--- src/rtl/move_link_ctl.sv ---
// move_link_ctl: sequences one-byte MOVE/ACK frames over a shared UART link.
// Outgoing moves are sent, retried on timeout and confirmed by a matching ACK.
// Incoming moves are delivered to the game logic and acknowledged.
// The single transmitter is shared; a pending ACK always wins it first.
module move_link_ctl #(
  parameter int TIMEOUT_CYCLES = 6500000,
  parameter int MAX_RETRY      = 3
) (
  input  logic       pclk,
  input  logic       rst_n,
  input  logic       send_req,
  input  logic [3:0] move_square,
  input  logic       err_clr,
  input  logic       tx_ready,
  output logic       tx_start,
  output logic [7:0] tx_data,
  input  logic       rx_valid,
  input  logic [7:0] rx_data,
  output logic       busy,
  output logic       send_done,
  output logic       link_error,
  output logic       rx_move_valid,
  output logic [3:0] rx_move_square
);

  typedef enum logic [1:0] {
    S_IDLE,
    S_TX_MOVE,
    S_WAIT_ACK,
    S_ERROR
  } state_t;

  localparam logic [26:0] TIMEOUT_LAST = 27'(TIMEOUT_CYCLES - 1);
  localparam logic [1:0]  RETRY_LIMIT  = 2'(MAX_RETRY);
  localparam logic [3:0]  MAX_SQUARE   = 4'd8;

  state_t      state;
  state_t      state_next;
  logic [1:0]  tx_seq;
  logic [1:0]  rx_exp_seq;
  logic [1:0]  retry_cnt;
  logic [26:0] timer;
  logic [3:0]  square_lat;
  logic        ack_pending;
  logic [1:0]  ack_seq;

  logic        rx_is_move;
  logic        rx_is_ack;
  logic [1:0]  rx_seq;
  logic [3:0]  rx_square;
  logic        rx_square_ok;
  logic        rx_accept;
  logic        rx_dup;
  logic        ack_req;
  logic        ack_launch;
  logic        move_launch;
  logic        ack_match;
  logic        timer_done;
  logic        done_next;
  logic        retry_inc;
  logic        send_accept;

  // Decode the received byte and decide which transmitter requests fire this cycle.
  always_comb begin
    rx_seq       = rx_data[5:4];
    rx_square    = rx_data[3:0];
    rx_is_move   = rx_valid && (rx_data[7:6] == 2'b01);
    rx_is_ack    = rx_valid && (rx_data[7:6] == 2'b10) && (rx_data[3:0] == 4'h0);
    rx_square_ok = (rx_square <= MAX_SQUARE);
    rx_accept    = rx_is_move && rx_square_ok && (rx_seq == rx_exp_seq);
    rx_dup       = rx_is_move && rx_square_ok && (rx_seq == (rx_exp_seq - 2'd1));
    ack_req      = rx_accept || rx_dup;
    ack_launch   = ack_pending && tx_ready && !tx_start;
    move_launch  = (state == S_TX_MOVE) && tx_ready && !tx_start && !ack_launch;
    ack_match    = (state == S_WAIT_ACK) && rx_is_ack && (rx_seq == tx_seq);
    timer_done   = (timer == TIMEOUT_LAST);
  end

  // Next-state logic for the outgoing-move sequencer; a matching ACK beats a timeout.
  always_comb begin
    state_next  = state;
    done_next   = 1'b0;
    retry_inc   = 1'b0;
    send_accept = 1'b0;
    case (state)
      S_IDLE: begin
        if (send_req && (move_square <= MAX_SQUARE)) begin
          send_accept = 1'b1;
          state_next  = S_TX_MOVE;
        end
      end
      S_TX_MOVE: begin
        if (move_launch) begin
          state_next = S_WAIT_ACK;
        end
      end
      S_WAIT_ACK: begin
        if (ack_match) begin
          done_next  = 1'b1;
          state_next = S_IDLE;
        end else if (timer_done) begin
          if (retry_cnt < RETRY_LIMIT) begin
            retry_inc  = 1'b1;
            state_next = S_TX_MOVE;
          end else begin
            state_next = S_ERROR;
          end
        end
      end
      S_ERROR: begin
        if (err_clr) begin
          state_next = S_IDLE;
        end
      end
      default: state_next = S_IDLE;
    endcase
  end

  // State register.
  always_ff @(posedge pclk or negedge rst_n) begin
    if (!rst_n) begin
      state <= S_IDLE;
    end else begin
      state <= state_next;
    end
  end

  // Outgoing move bookkeeping: latched square, sequence number, retry count and ACK timer.
  always_ff @(posedge pclk or negedge rst_n) begin
    if (!rst_n) begin
      square_lat <= 4'd0;
      tx_seq     <= 2'd0;
      retry_cnt  <= 2'd0;
      timer      <= 27'd0;
    end else begin
      if (send_accept) begin
        square_lat <= move_square;
        retry_cnt  <= 2'd0;
      end else if (retry_inc) begin
        retry_cnt <= retry_cnt + 2'd1;
      end
      if (ack_match) begin
        tx_seq <= tx_seq + 2'd1;
      end
      if (move_launch) begin
        timer <= 27'd0;
      end else if (state == S_WAIT_ACK && !timer_done) begin
        timer <= timer + 27'd1;
      end
    end
  end

  // Single-entry ACK queue; a fresh request overrides any launch in the same cycle.
  always_ff @(posedge pclk or negedge rst_n) begin
    if (!rst_n) begin
      ack_pending <= 1'b0;
      ack_seq     <= 2'd0;
    end else begin
      if (ack_req) begin
        ack_pending <= 1'b1;
        ack_seq     <= rx_seq;
      end else if (ack_launch) begin
        ack_pending <= 1'b0;
      end
    end
  end

  // Transmitter driver; tx_data keeps the last frame between launches.
  always_ff @(posedge pclk or negedge rst_n) begin
    if (!rst_n) begin
      tx_start <= 1'b0;
      tx_data  <= 8'h00;
    end else begin
      tx_start <= ack_launch || move_launch;
      if (ack_launch) begin
        tx_data <= {2'b10, ack_seq, 4'b0000};
      end else if (move_launch) begin
        tx_data <= {2'b01, tx_seq, square_lat};
      end
    end
  end

  // Receive path: deliver in-order peer moves and advance the expected sequence.
  always_ff @(posedge pclk or negedge rst_n) begin
    if (!rst_n) begin
      rx_exp_seq     <= 2'd0;
      rx_move_valid  <= 1'b0;
      rx_move_square <= 4'd0;
    end else begin
      rx_move_valid <= rx_accept;
      if (rx_accept) begin
        rx_move_square <= rx_square;
        rx_exp_seq     <= rx_exp_seq + 2'd1;
      end
    end
  end

  // Registered status outputs, derived from the state being entered.
  always_ff @(posedge pclk or negedge rst_n) begin
    if (!rst_n) begin
      busy       <= 1'b0;
      link_error <= 1'b0;
      send_done  <= 1'b0;
    end else begin
      busy       <= (state_next != S_IDLE);
      link_error <= (state_next == S_ERROR);
      send_done  <= done_next;
    end
  end

endmodule

--- config.mk ---
export PLATFORM = sky130hd
export DESIGN_NAME = move_link_ctl
export DESIGN_NICKNAME = d
export VERILOG_FILES = /design/src/rtl/move_link_ctl.sv
export SDC_FILE = /design/constraint.sdc
export NUM_CORES = 1
export LEC_CHECK = 0
export BUFFER_PORTS_ARGS = -buffer_cell sky130_fd_sc_hd__buf_4
export CORE_MARGIN = 5
export CORE_UTILIZATION = 40
export CTS_CLUSTER_SIZE = 28
export DETAILED_ROUTE_END_ITERATION = 8
export PLACE_DENSITY_LB_ADDON = 0.05
export SYNTH_ARGS = -nofsm -noshare
export SYNTH_HDL_FRONTEND = slang
export SYNTH_SLANG_ARGS = --single-unit
--- constraint.sdc ---
create_clock -name pclk -period 3.4 [get_ports pclk]
set_clock_uncertainty 0.05 [all_clocks]
set_input_delay 0.68 -clock pclk [delete_from_list [all_inputs] [get_ports pclk]]
set_output_delay 0.68 -clock pclk [all_outputs]
set_load 0.01 [all_outputs]
## After elaboration in Yosys (flattened, before gate mapping)

Cells that the tools add are included.

- Add/subtract/negate cells: 5
- Order comparisons: 3
- Equal/unequal tests: 10
- Muxes and demuxes: 23
- Reduce and logical (&&, ||, !) cells: 27

Operators with widths:

| kind | number |
|---|---|
| 27-bit 2-to-1 mux | 2 |
| 27-bit by 1-bit adder with 27-bit output, second input constant | 1 |
| 27-bit by 23-bit equality test with 1-bit output, second input constant | 1 |
| 2-bit 2-to-1 mux | 8 |
| 8-bit 2-to-1 mux | 2 |
| 1-bit logical AND | 15 |
| 1-bit 2-to-1 mux | 10 |
| 2-bit nonzero test | 5 |
| 2-bit equality test, second input constant | 4 |
| 4-bit less-or-equal comparator, second input constant | 2 |
| 2-bit one-hot mux with 4 select lines | 1 |
| 2-bit by 1-bit adder with 2-bit output, second input constant | 3 |
| 2-bit equality test | 3 |
| 2-bit by 1-bit equality test with 1-bit output, second input constant | 2 |
| 4-bit logical NOT | 1 |
| 1-bit logical NOT | 3 |
| 2-bit logical NOT | 1 |
| 1-bit logical OR | 2 |
| 2-bit less-than comparator, second input constant | 1 |
| 2-bit by 1-bit subtractor with 2-bit output, second input constant | 1 |

- Bits in registers: 59
- Output and inout port bits: 17

## Depth between registers and ports, before layout

- Depth after elaboration: 9
- Mapped depth: 9

## Worst setup path after synthesis

Ideal clock, no wire load.

- Path type: reg-to-reg
- Start point: register timer[0]
- End point: register timer[26]
- Arrival: 2.031 ns
- Data required time: 3.223 ns
- Slack: 1.191 ns
- Stages on the path, launching flop included: 9
- Path buffers: 2
- Period minus slack after synthesis: 2.209 ns
- Cells stage by stage: dfrtp_1 -> ha_1 -> nand4_1 -> or4_1 -> clkbuf_1 -> o21ai_2 -> buf_4 -> nor4_1 -> or2_2

- Longest elaborated chain between the ends: 4
- Elaborated cells on any way between the ends: 7
- Classes of those cells: 1 x add/sub; 1 x eq/ne; 2 x mux; 3 x reduce/logical

Ends and longest elaborated chain:

| what | RTL line | source |
|---|---|---|
| from (decl) | 42 | `logic [26:0] timer;` |
| from (signal assigned) | 148 | `timer <= timer + 27'd1;` |
| parallel branches: the longest is 4 deep, another holds 27-bit by 1-bit adder with 27-bit output | -- |  |

Several ways; the timed one is not identified. The select of a mux whose other input is x is not followed.
A chain may end at the register's enable or synchronous reset.

## Worst setup path after layout

- Start point: register timer[0]
- End point: register timer[11]

Same word-level chain as after synthesis.

==> flow_summary.yaml <==
power:
  p_leak_nw: 1.55
  swShare_pct: 33.3
  p_comb_share_pct: 29.5
  p_int_mw: 1.56
  power.density_nw_per_um2: 671
  peakVddDrop_v: 0.000286
  power.switching_uw: 776
  seqPwrFrac_pct: 43.4
  p_clk_share_pct: 27.1
sta:
  drv_slew: 0
  setup_slack_ns: 0.746
  tightestPinTransition_ns: 0.750
  finalSetupTns_ns: 0
  setup_violations: 0
  hold_viol_final: 0
  max_freq_mhz: 377
  period_minus_slack_ns: 2.65
  max-slew-margin-rel_pct: 50.0
  period_share_pct: 78.1
  rsz0062_at_grt: "false"
critical_path:
  worst-setup-path-type: "reg -> reg"
  critPathMaxStageDelay_ns: 0.65
  worstSetupEndpointType: "flip-flop"
  cp.required_ns: 3.57
  start_kind: "flip-flop"
  worstPathCellList: "ha_1 > nand4_1 > or4_1 > o21ai_2 > buf_4 > or4_1 > a21oi_1"
  cp.arrival_ns: 2.82
  crit_path_top_delay_cell: "or4_1"
  worstPathMaxFanout: 19
  path_common_cell: "or4_1"
layout:
  multi_input_area_sq_um: 1360
  seqCellArea_sq_um: 1480
  fill_cells: 695
  area_growth_pct: 19.6
  drive_above_1_share_pct: 22.3
  diodes: 0
  final_cells: 426
  fin_area_sq_um: 3480
  fin_nets: 342
  finish.utilization_pct: 48.4
job:
  cap_viol_max_count: 0
synth:
  netlist_instances: 283
  yosysUniqueCellTypes: 49
  synthFlopType: "dfrtp_1"
  ys_top_cells_by_area: "dfrtp_1, nand2_1, mux2_2"
  yosysWarnings: 0
  yosysTopAreaCellShare_pct: 50.8
  syn_nets: 303
  ys_seq_area_share_pct: 50.8
  synth-async-reset-ratio_pct: 100
  syn_area_per_cell_sq_um: 10.3
  synth_seq_cells: 59
  synth-edff-count: 0
  synth_largest_area_cell: "dfrtp_1"
  syn_area_sq_um: 2910
floorplan:
  dieArea_sq_um: 9070
  ios: 35
  die_h_um: 95.2
  die_w_um: 95.2
  initial_core_util_pct: 40.5
  core-area_sq_um: 7180
  rows: 31
clock_tree:
  clockRootBuffer: "clkbuf_8"
  cts_max_level: 3
  cts_tree: "built"
  clockBufferDepth: 2
  cts_inserted_buffers: 9
  clk_latency_ns: 0.33
  cts_setup_buffers: 0
  path_clk_slew_ns: 0.07
  cts-hold-fix-buffers: 0
  clkSinkCount: 59
  post_cts_resized: 0
worst_hold_path:
  hold_path_class: "in -> async"
global_routing:
  gr-total-overflow: 0
  grt_pass1_wl_mm: 11.2
  grt_pass1_vias: 2303
  grt_max_degree: 60
  grt_usage_pct: 16.0
  antenna_found_initial: 0
placement:
  dp_hpwl_mm: 4.56
  placed_cells: 410
  place_ws_ns: 0.753
  numPortBuffers: 34
  post_dp_cell_area_sq_um: 3280
  place.gp.congestion: 0.770
route:
  routed_via_density: 5.36
  dr.pass1.iters: 4
  antenna_left: 0
  wirelength_mm: 6.50
  drc: 0
  vias: 2283
  wl_per_cell_um: 15.3
  drt_first_iter_violations: 65
run_status:
  status: "finished clean"
power by group through the flow:
| stage | registers [mW] | logic [mW] | clock network [mW] |
|---|---|---|---|
| 2_1_floorplan | 1.03 | 0.404 | 0 |
| 3_5_place_dp | 1.02 | 0.698 | 0 |
| 4_1_cts | 1.01 | 0.699 | 0.646 |
| 3_3_place_gp | 1.02 | 0.688 | 0 |
| 5_1_grt | 1.04 | 0.775 | 0.678 |
| 6_report | 1.01 | 0.688 | 0.632 |
cells by family (layout without fill, tap and decap cells):
kind of cell | after synthesis | after routing | share of synthesized area [%]
adder cells (fa/ha/maj) | 2 | 2 | 0.861
AND/OR/NAND/NOR | 123 | 123 | 23.8
multiplexers | 14 | 14 | 5.25
XOR/XNOR | 11 | 11 | 3.31
flip-flops | 59 | 59 | 50.8
AO/OA/AOI/OAI | 58 | 58 | 13.4
buffers and inverters | 16 | 60 | 2.58
through the flow:
stage	power, mW	hold slack [ns]
global placement	1.71	0.418
CTS	2.36	0.389
global route	2.50	0.434
detailed placement	1.72	0.434
finish	2.33	0.353
floorplan	1.44	0.334
synth_stat cells (2+ instances only):
master / number
nand2b_1: 4
nor4_1: 4
or2_2: 2
nand2_1: 33
buf_4: 4
dfrtp_1: 59
a22o_1: 4
mux2i_1: 4
and3_1: 4
or3_1: 10
nor3_1: 7
nor2_1: 11
a22oi_1: 4
nand3_1: 8
xnor2_1: 5
o31ai_1: 8
a211oi_1: 2
or4_1: 14
o21ai_0: 11
a21oi_1: 14
clkbuf_1: 6
mux2_2: 10
o211ai_1: 6
xor2_1: 6
inv_1: 6
nand4_1: 9
ha_1: 2
nor4b_1: 2
nor2b_1: 4
metal layers:
layer  track usage [%]  routed length [um]  vias to the layer above
li1                  -                   -                     1152
met4              6.85                  95                        0
met3              3.47                 239                        8
met5                 0                   0                        -
met2              23.8                2880                       41
met1              22.4                3280                     1082
worst max-delay path: cells and delay by family, from the launching register on:
kind	cells	cell delay (ns)
simple gates	3	0.96
compound gates	2	0.59
fa+ha+maj	1	0.21
flops	1	0.41
buf+inv	1	0.32
registers in the layout, indices dropped and copies added, names as in the netlist:
name	cells
timer	27
tx_data	8
ack_seq	2
ack_pending	1
tx_start	1
rx_exp_seq	2
link_error	1
square_lat	4
rx_move_square	4
state	2
tx_seq	2
retry_cnt	2
busy	1
rx_move_valid	1
send_done	1
worst paths after layout:
path | startpoint | end | slack [ns] | depth (start not counted)
max | timer[0] | timer[11] | 0.75 | 7
min | rst_n | timer[17] | 0.35 | 1
max reg2reg | timer[0] | timer[11] | 0.75 | 7
min reg2reg | square_lat[3] | tx_data[3] | 0.45 | 1
max in group asynchronous | rst_n | timer[0] | 2.43 | 1
min in group pclk | square_lat[3] | tx_data[3] | 0.45 | 1
layout by cell type, fill, tap and decap left out, types with 5 or more instances in the layout:
cell type | netlist | final
or4_1 | 14 | 14
inv_1 | 6 | 6
xnor2_1 | 5 | 5
o211ai_1 | 6 | 6
o21ai_0 | 11 | 11
nand4_1 | 9 | 9
xor2_1 | 6 | 6
nor3_1 | 7 | 6
nand3_1 | 8 | 8
or3_1 | 10 | 10
nor2_1 | 11 | 11
mux2_2 | 10 | 10
o31ai_1 | 8 | 8
nand2_1 | 33 | 33
dfrtp_1 | 59 | 59
clkbuf_8 | 0 | 10
buf_4 | 4 | 37
a21oi_1 | 14 | 14
final cells by class:
type | instances | share of cell area (%)
clock buffer | 12 | 4.18
clock inverter | 4 | 1.44
inverter | 6 | 0.648
multi-input combinational | 208 | 39.1
sequential | 59 | 42.5
tap | 99 | 3.56
timing repair buffer | 38 | 8.57
Note: power is estimated with default switching activity, not from simulation.
